## config.mk

```make
export PLATFORM = sky130hd
export DESIGN_NAME = stopwatch_counter
export DESIGN_NICKNAME = d
export VERILOG_FILES = /design/src/rtl/stopwatch_counter.sv
export SDC_FILE = /design/constraint.sdc
export NUM_CORES = 1
export LEC_CHECK = 0
export CORE_AREA = 2 2 57 64
export CTS_BUF_LIST = sky130_fd_sc_hd__clkbuf_8
export DETAILED_ROUTE_END_ITERATION = 7
export DIE_AREA = 0 0 59 66
export PLACE_DENSITY_LB_ADDON = 0.12
export SLEW_MARGIN = 0
export SYNTH_ARGS = -nofsm -noshare
export SYNTH_HDL_FRONTEND = slang
export SYNTH_SLANG_ARGS = --single-unit
```

## constraint.sdc

```tcl
create_clock -name clk -period 3.7 [get_ports clk]
set_clock_uncertainty 0.05 [all_clocks]
set_input_delay 0.555 -clock clk [delete_from_list [all_inputs] [get_ports clk]]
set_output_delay 0.555 -clock clk [all_outputs]
set_load 0.005 [all_outputs]
```

## src/rtl/stopwatch_counter.sv

```systemverilog
// stopwatch_counter: BCD MM:SS count core with run/pause and per-field adjust.
module stopwatch_counter #(
    parameter int MIN_MAX = 59,
    parameter int SEC_MAX = 59
) (
    input  logic       clk,
    input  logic       rst,
    input  logic       tick_1hz,
    input  logic       tick_2hz,
    input  logic       adj,
    input  logic       sel,
    input  logic       pause_pulse,
    output logic [3:0] min_tens,
    output logic [3:0] min_ones,
    output logic [3:0] sec_tens,
    output logic [3:0] sec_ones,
    output logic       running,
    output logic       rollover
);
    typedef enum logic {RUN, PAUSE} state_t;
    state_t state_q, state_d;
    logic [3:0] min_tens_q, min_tens_d, min_ones_q, min_ones_d;
    logic [3:0] sec_tens_q, sec_tens_d, sec_ones_q, sec_ones_d;
    logic rollover_q, rollover_d;
    logic sec_at_max, min_at_max, count, step_sec, step_min;
    always_comb begin
        sec_at_max = {3'd0, sec_tens_q} * 7'd10 + {3'd0, sec_ones_q} == 7'(SEC_MAX);
        min_at_max = {3'd0, min_tens_q} * 7'd10 + {3'd0, min_ones_q} == 7'(MIN_MAX);
        count = !adj && state_q == RUN && tick_1hz;
        step_sec = adj ? tick_2hz && sel : count;
        step_min = adj ? tick_2hz && !sel : count && sec_at_max;
        sec_ones_d = !step_sec ? sec_ones_q : (sec_at_max || sec_ones_q == 4'd9) ? 4'd0 : sec_ones_q + 4'd1;
        sec_tens_d = !step_sec ? sec_tens_q : sec_at_max ? 4'd0 : sec_ones_q == 4'd9 ? sec_tens_q + 4'd1 : sec_tens_q;
        min_ones_d = !step_min ? min_ones_q : (min_at_max || min_ones_q == 4'd9) ? 4'd0 : min_ones_q + 4'd1;
        min_tens_d = !step_min ? min_tens_q : min_at_max ? 4'd0 : min_ones_q == 4'd9 ? min_tens_q + 4'd1 : min_tens_q;
        state_d = pause_pulse ? (state_q == RUN ? PAUSE : RUN) : state_q;
        rollover_d = count && sec_at_max && min_at_max;
    end
    always_ff @(posedge clk) begin
        if (rst) begin
            state_q    <= RUN;
            min_tens_q <= 4'd0;
            min_ones_q <= 4'd0;
            sec_tens_q <= 4'd0;
            sec_ones_q <= 4'd0;
            rollover_q <= 1'b0;
        end else begin
            state_q    <= state_d;
            min_tens_q <= min_tens_d;
            min_ones_q <= min_ones_d;
            sec_tens_q <= sec_tens_d;
            sec_ones_q <= sec_ones_d;
            rollover_q <= rollover_d;
        end
    end
    assign min_tens = min_tens_q;
    assign min_ones = min_ones_q;
    assign sec_tens = sec_tens_q;
    assign sec_ones = sec_ones_q;
    assign running  = state_q == RUN;
    assign rollover = rollover_q;
endmodule
```

==> run_results.csv <==
group,metric,value,unit
clock_tree,cts_buffer_depth,2,
die,floorplan.die.width,59,um
placed_design,port_buffers,24,
die,core_area,3250,um2
yosys,synth.distinct_cells,39,
cells_and_area,nNetsFinal,212,
cells_and_area,drive_gt1_share,7.69,%
yosys,synth_top_area_cell,"dfxtp_1",
global_routing,grt_max_degree,19,
timing,max_freq,0.353,GHz
timing,fin_setup_tns,0,ns
setup_path,cp_num_buf_inv,1,
setup_path,arrival,2.98,ns
clock_tree,post_cts_buffers,0,
yosys,synthSimpleGateAreaFrac,23.4,%
placed_design,place_hpwl,2.45,mm
yosys,muxShareOfSynthArea,0,%
cells_and_area,mostFrequentLayoutCell,"clkdlybuf4s50_1",
yosys,synth_top_family_by_area,"simple AND/OR/NAND/NOR gates",
detailed_routing,via_count,1272,
yosys,synth-edff-count,0,
setup_path,critPathCaptureType,"flop",
detailed_routing,vias_per_cell,5.83,
setup_path,path_common_cell,"ha_1",
worst_hold_path,hold_start,"sec_tens[2]$_SDFFE_PP0P_",
timing,max_slew.worst_pin.slew,0.794,ns
clock_tree,clock-sinks,18,
clock_tree,post_cts_resize_count,0,
yosys,synth-async-reset-ratio,0,%
clock_tree,clk_pin_slew_worst_paths,0.08,ns
power,powerDensity,237,nW/um2
cells_and_area,diodes,0,
yosys,synth_fp_nets,187,
die,initial_core_util,43.3,%
detailed_routing,postRouteAntennaNets,0,
setup_path,cp_max_fo,10,
timing,min_period,2.83,ns
setup_path,max_stage_delay,0.47,ns
die,die_h,66,um
setup_path,timing.rr.start,"sec_tens[3]$_SDFFE_PP0P_",
cells_and_area,final_cell_mix,"clkdlybuf4s50_1 (24), inv_1 (18), ha_1 (18), dfxtp_1 (18), nand3_1 (11)",
die,rows,22,
yosys,synth_cells,158,
detailed_routing,drt-pass1-iter-count,4,
flow_run,maxCapViolCount,0,
worst_hold_path,hold_class,"flop to flop",
yosys,synth_compound_area_share,18.5,%
cells_and_area,layoutNonFillerInstCount,218,
global_routing,gr-total-overflow,0,
yosys,synthXorXnorAreaFrac,3.11,%
yosys,ys_seq_area_share,25.6,%
timing,max_slew_margin,47.0,%
timing,rsz0062_at_grt,"no",
cells_and_area,synthToLayoutAreaGrowth,21.8,%
clock_tree,h-tree-depth,1,
setup_path,crit_family,"adder cells",
yosys,ys_seq_elements,18,
yosys,synthAdderAreaFrac,21.7,%
yosys,synth_flop_cell,"dfxtp_1",
timing,hold_violations,0,
placed_design,gp_congestion,0.795,
worst_hold_path,holdPathEnd,"sec_tens[2]$_SDFFE_PP0P_",
worst_hold_path,hold_path_depth,2,
yosys,yosysWarnings,0,
power,total_power,0.406,mW
placed_design,dp.cells,214,
timing,drv_slew,0,
clock_tree,cts_hold_buf,0,
clock_tree,cts_tree,"built",
clock_tree,cts_buffers,3,
setup_path,r2r-end,"min_ones[1]$_SDFFE_PP0P_",
global_routing,grt_pass1_vias,1203,
setup_path,crit_path_top_delay_cell,"a2111o_1",
setup_path,worstSetupPathType,"flop to flop",
power,cellLeakagePower,0.642,nW
global_routing,track_usage,17.9,%
setup_path,startpoint_type,"flop",
run_status,status,"completed",
detailed_routing,drt_iter0_markers,27,
yosys,synth_top_cell_area_share,25.6,%
yosys,syn_avg_cell_area,8.91,um2
detailed_routing,routed_wl,3.18,mm
global_routing,grt_pass1_wl,5.39,mm
detailed_routing,drc,0,
die,io_pins,25,
setup_path,rrSetupSlack,0.87,ns
setup_path,crit_required,3.85,ns
timing,setup_viol,0,
yosys,syn_area,1410,um2
detailed_routing,wl_per_cell,14.6,um
setup_path,worstPathCellList,"ha_1 -> ha_1 -> inv_1 -> fa_1 -> nand4b_1 -> nor3_4 -> nand4_4 -> a2111o_1 -> a21oi_2",
timing,period_share,76.5,%
setup_path,worstRegToRegCells,9,
clock_tree,clock-root-buffer,"clkbuf_8",
global_routing,antenna_found_initial,0,
die,dieArea,3890,um2
clock_tree,insertion_delay,0.26,ns
yosys,synth.area.top_cells,"dfxtp_1 (26%), ha_1 (16%), fa_1 (5.7%), inv_1 (4.8%), nand3_1 (3.9%)",
power,vdd_drop_max,0.161,mV
[report_power, final]
group	internal (mW)	switching (mW)
registers	0.197	0.00592
clock network	0.0946	0.0689
logic	0.0193	0.0197
[state kept, by name (all words and copies together) (netlist names)]
register  flops
sec_tens      4
sec_ones      4
rollover      1
min_ones      4
state_q       1
min_tens      4
[Yosys cell counts, drive strengths merged (5+ instances only)]
cell / count
ha: 18
dfxtp: 18
nand4: 5
a32o: 5
a21oi: 11
o21ai: 5
nor3: 9
nand2: 10
nand3: 11
inv: 18
[stage by stage]
step	utilization (%)	instance area (um2)	setup slack, ns	hold slack, ns
6_report	52.8	1710	0.869	0.501
3_3_place_gp	51.1	1660	0.895	0.475
5_1_grt	52.8	1710	0.697	0.532
3_5_place_dp	51.1	1660	0.882	0.485
2_1_floorplan	-	1410	1.10	0.453
4_1_cts	52.8	1710	0.860	0.500
[how the worst max path moves through the flow]
stage                                   startpoint                  endpoint  slack (ns)  depth (start not counted)
after floorplan           sec_tens[1]$_SDFFE_PP0P_  min_ones[1]$_SDFFE_PP0P_        1.10                          9
after global placement    sec_tens[1]$_SDFFE_PP0P_  min_ones[1]$_SDFFE_PP0P_        0.90                          9
after detailed placement  sec_tens[1]$_SDFFE_PP0P_  min_ones[1]$_SDFFE_PP0P_        0.88                          9
after CTS                 sec_tens[1]$_SDFFE_PP0P_  min_ones[1]$_SDFFE_PP0P_        0.86                          9
after global routing      sec_tens[1]$_SDFFE_PP0P_  min_ones[1]$_SDFFE_PP0P_        0.70                          9
final                     sec_tens[3]$_SDFFE_PP0P_  min_ones[1]$_SDFFE_PP0P_        0.87                          9
[cells by family after synthesis]
kind of cell,after synthesis
buffers and inverters,23
xor gates and xnor gates,5
and+or+nand+nor,54
AOI/OAI and AO/OA,36
DFF,18
adders and majority gates,22
[routing by layer]
layer | track usage (%) | share of wire (%) | vias to the layer above
li1 | - | - | 624
met1 | 22.0 | 43 | 622
met2 | 31.8 | 53 | 24
met3 | 2.35 | 2.6 | 2
met4 | 5.11 | 0.63 | 0
met5 | 0 | 0 | -
[area by class of cell]
cell class / count / area [um2]
Multi-Input combinational cell: 117 / 938
Timing Repair Buffer: 25 / 248
Sequential cell: 18 / 360
Clock buffer: 4 / 55.1
Fill cell: 330 / 1530
Inverter: 18 / 67.6
Tap cell: 36 / 45.0
[worst register-to-register path: cells and delay by family, from the launching register on]
kind | cells | cell delay (ns)
AOI/OAI and AO/OA | 2 | 0.60
buffers and inverters | 1 | 0.06
adders and majority gates | 3 | 0.90
and+or+nand+nor | 3 | 0.70
DFF | 1 | 0.46
(Power assumes the default switching activity.)
